<file path="src/rtl/ps2_key_decoder.sv">
// PS/2 scan-code set 2 decoder: turns receiver bytes into make/break key
// events, tracks shift/ctrl/alt, and queues events in a show-ahead FIFO.
module ps2_key_decoder #(
    parameter int FIFO_DEPTH = 8
) (
    input  logic                          clk,
    input  logic                          reset_n,
    input  logic                          scan_ready,
    input  logic [7:0]                    scan_code,
    output logic                          event_valid,
    input  logic                          event_ready,
    output logic [9:0]                    event_data,
    output logic [$clog2(FIFO_DEPTH):0]   fifo_count,
    output logic                          shift,
    output logic                          ctrl,
    output logic                          alt,
    output logic                          overflow,
    input  logic                          clear_overflow
);

    localparam int PTR_W = $clog2(FIFO_DEPTH);

    typedef enum logic [2:0] {
        S_IDLE,
        S_EXT,
        S_BRK,
        S_EXT_BRK,
        S_PAUSE
    } state_t;

    state_t           state, state_nxt;
    logic [2:0]       skip, skip_nxt;
    logic             scan_ready_q;
    logic             byte_acc;
    logic             emit;
    logic [9:0]       emit_data;
    logic             lshift, rshift, lctrl, rctrl, lalt, ralt;
    logic [9:0]       mem [FIFO_DEPTH];
    logic [PTR_W-1:0] rd_ptr, wr_ptr;
    logic             full, push, pop;

    assign byte_acc = scan_ready & ~scan_ready_q;

    // Edge detector on the receiver's ready level; resets high so a level
    // already asserted at reset release is not taken as a new byte.
    always_ff @(posedge clk or negedge reset_n) begin
        if (!reset_n) scan_ready_q <= 1'b1;
        else          scan_ready_q <= scan_ready;
    end

    // Parser state and pause byte counter.
    always_ff @(posedge clk or negedge reset_n) begin
        if (!reset_n) begin
            state <= S_IDLE;
            skip  <= '0;
        end else begin
            state <= state_nxt;
            skip  <= skip_nxt;
        end
    end

    // Prefix parsing: one step per accepted byte, producing at most one event.
    always_comb begin
        state_nxt = state;
        skip_nxt  = skip;
        emit      = 1'b0;
        emit_data = '0;
        if (byte_acc) begin
            case (state)
                S_IDLE: begin
                    if (scan_code == 8'hE0) state_nxt = S_EXT;
                    else if (scan_code == 8'hF0) state_nxt = S_BRK;
                    else if (scan_code == 8'hE1) begin
                        state_nxt = S_PAUSE;
                        skip_nxt  = 3'd7;
                    end else if (scan_code != 8'h00 && scan_code != 8'hFF) begin
                        emit      = 1'b1;
                        emit_data = {2'b00, scan_code};
                    end
                end
                S_EXT: begin
                    if (scan_code == 8'hF0) state_nxt = S_EXT_BRK;
                    else if (scan_code == 8'hE0) state_nxt = S_EXT;
                    else begin
                        state_nxt = S_IDLE;
                        if (scan_code != 8'h12 && scan_code != 8'h59) begin
                            emit      = 1'b1;
                            emit_data = {2'b01, scan_code};
                        end
                    end
                end
                S_BRK: begin
                    state_nxt = S_IDLE;
                    emit      = 1'b1;
                    emit_data = {2'b10, scan_code};
                end
                S_EXT_BRK: begin
                    state_nxt = S_IDLE;
                    if (scan_code != 8'h12 && scan_code != 8'h59) begin
                        emit      = 1'b1;
                        emit_data = {2'b11, scan_code};
                    end
                end
                S_PAUSE: begin
                    skip_nxt = skip - 3'd1;
                    if (skip <= 3'd1) begin
                        state_nxt = S_IDLE;
                        emit      = 1'b1;
                        emit_data = {2'b01, 8'h77};
                    end
                end
                default: state_nxt = S_IDLE;
            endcase
        end
    end

    // Modifier flags follow every emitted event, even one the FIFO drops.
    always_ff @(posedge clk or negedge reset_n) begin
        if (!reset_n) begin
            lshift <= 1'b0;
            rshift <= 1'b0;
            lctrl  <= 1'b0;
            rctrl  <= 1'b0;
            lalt   <= 1'b0;
            ralt   <= 1'b0;
        end else if (emit) begin
            case (emit_data[8:0])
                {1'b0, 8'h12}: lshift <= ~emit_data[9];
                {1'b0, 8'h59}: rshift <= ~emit_data[9];
                {1'b0, 8'h14}: lctrl  <= ~emit_data[9];
                {1'b1, 8'h14}: rctrl  <= ~emit_data[9];
                {1'b0, 8'h11}: lalt   <= ~emit_data[9];
                {1'b1, 8'h11}: ralt   <= ~emit_data[9];
                default: ;
            endcase
        end
    end

    assign shift = lshift | rshift;
    assign ctrl  = lctrl | rctrl;
    assign alt   = lalt | ralt;

    assign full        = (fifo_count == (PTR_W+1)'(FIFO_DEPTH));
    assign event_valid = (fifo_count != '0);
    assign pop         = event_valid & event_ready;
    // A pop on the same edge frees the slot, so a full FIFO still accepts.
    assign push        = emit & (~full | pop);
    assign event_data  = event_valid ? mem[rd_ptr] : '0;

    // FIFO pointers, occupancy and sticky overflow (set beats clear).
    always_ff @(posedge clk or negedge reset_n) begin
        if (!reset_n) begin
            rd_ptr     <= '0;
            wr_ptr     <= '0;
            fifo_count <= '0;
            overflow   <= 1'b0;
        end else begin
            if (pop)  rd_ptr <= rd_ptr + 1'b1;
            if (push) wr_ptr <= wr_ptr + 1'b1;
            case ({push, pop})
                2'b10:   fifo_count <= fifo_count + 1'b1;
                2'b01:   fifo_count <= fifo_count - 1'b1;
                default: ;
            endcase
            if (emit & ~push)        overflow <= 1'b1;
            else if (clear_overflow) overflow <= 1'b0;
        end
    end

    // Event storage; contents are qualified by the occupancy count.
    always_ff @(posedge clk) begin
        if (push) mem[wr_ptr] <= emit_data;
    end

endmodule

</file>
<file path="config.mk">
export PLATFORM = sky130hd
export DESIGN_NAME = ps2_key_decoder
export DESIGN_NICKNAME = d
export VERILOG_FILES = /design/src/rtl/ps2_key_decoder.sv
export SDC_FILE = /design/constraint.sdc
export NUM_CORES = 1
export LEC_CHECK = 0
export ABC_CLOCK_PERIOD_IN_PS = 3360
export CORE_ASPECT_RATIO = 0.5
export CORE_UTILIZATION = 53
export CTS_CLUSTER_SIZE = 20
export DETAILED_ROUTE_END_ITERATION = 6
export PLACE_DENSITY_LB_ADDON = 0.2
export SYNTH_ARGS = -nofsm -noshare
export SYNTH_HDL_FRONTEND = slang
export SYNTH_SLANG_ARGS = --single-unit
</file>
<file path="constraint.sdc">
create_clock -name clk -period 3.36 [get_ports clk]
set_clock_uncertainty 0.15 [all_clocks]
set_input_delay 0.672 -clock clk [delete_from_list [all_inputs] [get_ports clk]]
set_output_delay 0.672 -clock clk [all_outputs]
set_load 0.02 [all_outputs]
</file>
==> results summary <==
The capturing point of the worst reg2reg path is fifo_count[3]$_DFFE_PN0P_. The run finished, with violations left. The proportion of layout cells with a drive suffix above 1 came out at between 30% and 40%. The data arrival at the endpoint of the critical path came out at around 3500 ps. The number of input and output port buffers inserted came out at 31. Once the floorplan was initialized, standard cells occupied 57.0% of the core.

The worst setup path is launched from a primary input. The initial DRC count is 202. The number of standard cells after synthesis is between 300 and 400. After synthesis the cells add up to ~4700 um^2. The count of unique library cells instantiated by Yosys came out at 56. From left edge to right edge, the die measures around 140 um. CTS placed an instance of sky130_fd_sc_hd__clkbuf_16 at the clock tree root. The antenna violation net count after detailed routing came out at 0. The tightest min-delay check is of the reg2reg type. The flop-to-flop setup slack is between 200 and 250 ps. TritonCTS built the clock tree.

The core region area came out at ~8300 um^2. The number of nets handed over by synthesis was between 300 and 400. The fraction of registers with async set or reset after synthesis came out at 23.1%.

The area growth from synthesis to layout came out at 26.0%. The worst vdd rail ir drop came out at 0.000297 V. The number of H-tree levels came out at 3. The number of hold buffers added after CTS was 0.

The maximum clock insertion buffer count is 2. Timing analysis after detailed placement gives a worst setup slack of -892 ps. The final clock period utilization by the worst path came out at 101%. The detailed-route via count is around 3100.

The total negative setup slack is -44.6 ps. The count of endpoints failing setup in the final report is 2. Summed over all cells, the static leakage comes to 0.00220 uW. The pin count of the biggest net entering global routing came out at 25. The total count of hold-check failures in the final report came out at 0. 32 I/O pins were placed. The remaining design rule violation count came out at 0.

In this run the critical register-to-register path is launched from fifo_count[1]$_DFFE_PN0P_. The worst-path maximum fanout came out at 5. The later-pin clock latency in the skew report is about 340 ps. After clock tree synthesis, the clock-pin slew on the worst setup and hold paths is about 70 ps. The synthesized area divided by synthesized cell count came out at between 10 and 15 um^2.

The routed design could run at a clock period as short as ~3400 ps. Buffers inserted during clock tree synthesis total 9. The portion of the post-synthesis area used by sequential elements is 63.4%. Setup repair after global routing could not meet its margin everywhere.

The worst hold path terminates at lctrl$_DFFE_PN0P_. The normalized max-slew margin is between 40% and 50%. Dividing total power by cell area gives a power density of ~820 nW/um^2. Traced cell by cell, the critical path runs through buf_2 -> or4_4 -> o21a_1 -> a2111oi_4 -> and3b_4 -> o21ai_4 -> nand2_4 -> fa_2 -> xor2_4 -> buf_6 -> buf_4 -> buf_4 -> nor3_2 -> a211o_1.

The total inserted antenna cells is 0. Measured along the y axis, the die boundary spans roughly 69 um. Among cell families on the critical path, the largest total delay comes from simple AND/OR/NAND/NOR gates. In this run the most critical hold path is launched from lctrl$_DFFE_PN0P_. The die outline area is 9350 um^2. The flop and latch count out of synthesis is 104. In this design, the stage delay of the slowest critical-path cell is 490 ps. The via density per instance came out at around 6. The critical path is of the in2reg type.

The count of pins over their slew limit is 0. The slowest stage of the critical path belongs to the cell sky130_fd_sc_hd__or4_4. The global-route wire length before repair is ~16000 um.

The number of buffers and inverters on the critical path is 4. The flip-flop cell with the highest count after synthesis is sky130_fd_sc_hd__edfxtp_1. The synthesized design contains 80 enable-type register cells. The number of global-route vias before repair came out at 3002. The filler cells instantiated in the layout total 516. The number of nets at the end of the flow came out at ~420. For this run, the top clock speed supported by timing is about 300 MHz.

The count of TritonRoute iterations in the first routing pass is 5. The initial antenna violation count came to 0. The max-capacitance violation count came out at 0. The type of destination of the critical path is a flop. Global routing finished with a remaining overflow of 0. STA puts the critical path data required time at approximately 3400 ps. The clock net sink count is 104. The cell type with the highest occurrence count on the critical path is sky130_fd_sc_hd__buf_4. The slew at the pin closest to its max-slew limit came out at ~760 ps. After layout, the worst setup slack is -22.5 ps. The combined global-route utilization of all metal layers is approximately a quarter. The warning count from the yosys run came out at 0. The number of cells on the worst reg-to-reg path came out at 13. The average wire length per cell after detail routing is between 15 and 20 um. The weighted congestion at the end of routability-driven global placement came out at roughly 0.88. The number of standard-cell rows in the floorplan is 23. The half-perimeter wire length after detailed placement is about 6600 um. The worst hold path stage count is 1. The checks that failed: negative setup slack. The total detailed-routing wirelength came out at 10200 um.
-- per-stage QoR --
stage / std cells / hold slack [ps] / total power (uW) / utilization, % / area (um^2)
6_report: 518 / 352 / 4910 / 71.8 / 5970
3_3_place_gp: 496 / 335 / 3590 / 66.3 / 5520
2_1_floorplan: 322 / 226 / 2950 / - / 4770
3_5_place_dp: 496 / 340 / 3670 / 66.3 / 5520
5_1_grt: 518 / 380 / 5150 / 71.8 / 5970
4_1_cts: 516 / 354 / 4770 / 70.5 / 5860
-- worst register-to-register path, stage by stage, from the launching register on --
cell and delay, ps:
sky130_fd_sc_hd__dfrtp_1 470, sky130_fd_sc_hd__or3_1 480, sky130_fd_sc_hd__nor2_1 160, sky130_fd_sc_hd__inv_1 120, sky130_fd_sc_hd__and2_1 240, sky130_fd_sc_hd__nand2_4 110, sky130_fd_sc_hd__inv_4 50, sky130_fd_sc_hd__ha_4 250
sky130_fd_sc_hd__a21o_1 140, sky130_fd_sc_hd__a21oi_4 70, sky130_fd_sc_hd__a2111oi_4 350, sky130_fd_sc_hd__buf_4 180, sky130_fd_sc_hd__a311oi_2 40, sky130_fd_sc_hd__a211o_1 230
-- per-layer routing --
layer	track usage, %	up-vias	routed length [um]
met4	5.90	0	80
met5	0	-	0
li1	-	1409	-
met2	40.0	119	5030
met1	30.6	1536	4460
met3	5.70	11	655
-- worst max path at each step --
| stage | cells past startpoint | from | end | slack, ps |
|---|---|---|---|---|
| after CTS | 13 | scan_code[2] | fifo_count[2]$_DFFE_PN0P_ | -120 |
| after floorplan | 14 | scan_code[1] | fifo_count[3]$_DFFE_PN0P_ | -340 |
| after global placement | 12 | scan_code[1] | fifo_count[2]$_DFFE_PN0P_ | -710 |
| after global routing | 15 | scan_code[1] | fifo_count[3]$_DFFE_PN0P_ | -140 |
| final | 14 | scan_code[1] | fifo_count[2]$_DFFE_PN0P_ | -20 |
| after detailed placement | 13 | scan_code[4] | fifo_count[2]$_DFFE_PN0P_ | -890 |
-- sequential cells by signal, summed over array words and instances (netlist names), 3 cells and up --
register / cells
fifo_count: 4
mem: 80
rd_ptr: 3
skip: 3
state: 3
wr_ptr: 3
-- logic make-up (layout without fill, tap and decap cells) --
group	count (synthesis)	in the layout	synth area share (%)
flip-flops	104	104	63.4
AND/OR/NAND/NOR	101	101	11.2
AO/OA/AOI/OAI	41	41	6.47
multiplexers	39	39	13.7
buffers and inverters	24	108	2.09
adder cells (fa/ha/maj)	7	7	2.01
XOR/XNOR	6	6	1.11
-- timing repair --
| action | CTS | global route |
|---|---|---|
| gates resized for setup | 42 | 18 |
| endpoints found under the setup margin | 2 | 2 |
| setup buffers | 4 | 2 |
| pin swaps | 14 | 17 |
-- where the power goes --
part | leakage, uW | switching, uW | internal, uW | total (uW)
combinational | 0.00102 | 1040 | 1070 | 2110
clock | 0.000144 | 450 | 579 | 1030
sequential | 0.00103 | 203 | 1570 | 1770
-- placed cells by master, fill, tap and decap left out, types with 5 or more instances in the layout --
master	count
sky130_fd_sc_hd__nor2_1	37
sky130_fd_sc_hd__nand3_1	5
sky130_fd_sc_hd__clkbuf_16	9
sky130_fd_sc_hd__inv_1	12
sky130_fd_sc_hd__o21ai_0	5
sky130_fd_sc_hd__a21oi_1	8
sky130_fd_sc_hd__mux4_2	20
sky130_fd_sc_hd__nand2_1	14
sky130_fd_sc_hd__mux2i_1	13
sky130_fd_sc_hd__buf_4	45
sky130_fd_sc_hd__edfxtp_1	80
sky130_fd_sc_hd__nor3_1	6
sky130_fd_sc_hd__xnor2_1	5
sky130_fd_sc_hd__clkdlybuf4s50_1	23
sky130_fd_sc_hd__dfrtp_1	23
sky130_fd_sc_hd__nand4_1	6
sky130_fd_sc_hd__mux2_2	5
-- layout make-up --
cell class / instances / area [um^2] / share of cell area (%)
clock buffer: 9 / 225 / 3.77
tap: 112 / 140 / 2.35
sequential: 104 / 3000 / 50.3
clock inverter: 7 / 70.1 / 1.17
multi-input combinational: 194 / 1790 / 29.9
timing repair buffer: 79 / 692 / 11.6
inverter: 13 / 51.3 / 0.859
-- synthesized netlist by cell type (all sizes together) (3+ instances only) --
cell / count / share of area, %
mux2i: 13 / 2.7
mux4: 20 / 9.5
nand3: 5 / 0.53
and3: 4 / 0.63
edfxtp: 80 / 51
nand4: 6 / 0.79
nor3: 10 / 1.3
a21oi: 11 / 1.2
mux2: 6 / 1.4
a31oi: 3 / 0.40
buf: 5 / 0.58
dfrtp: 23 / 12
or2: 3 / 0.40
xnor2: 5 / 0.92
clkbuf: 6 / 0.48
o21ai: 7 / 0.98
ha: 6 / 1.6
nor2: 37 / 2.9
inv: 13 / 1.0
nand2: 15 / 1.2
a2111oi: 4 / 1.1
No activity file was read; power rests on OpenSTA's default activity.
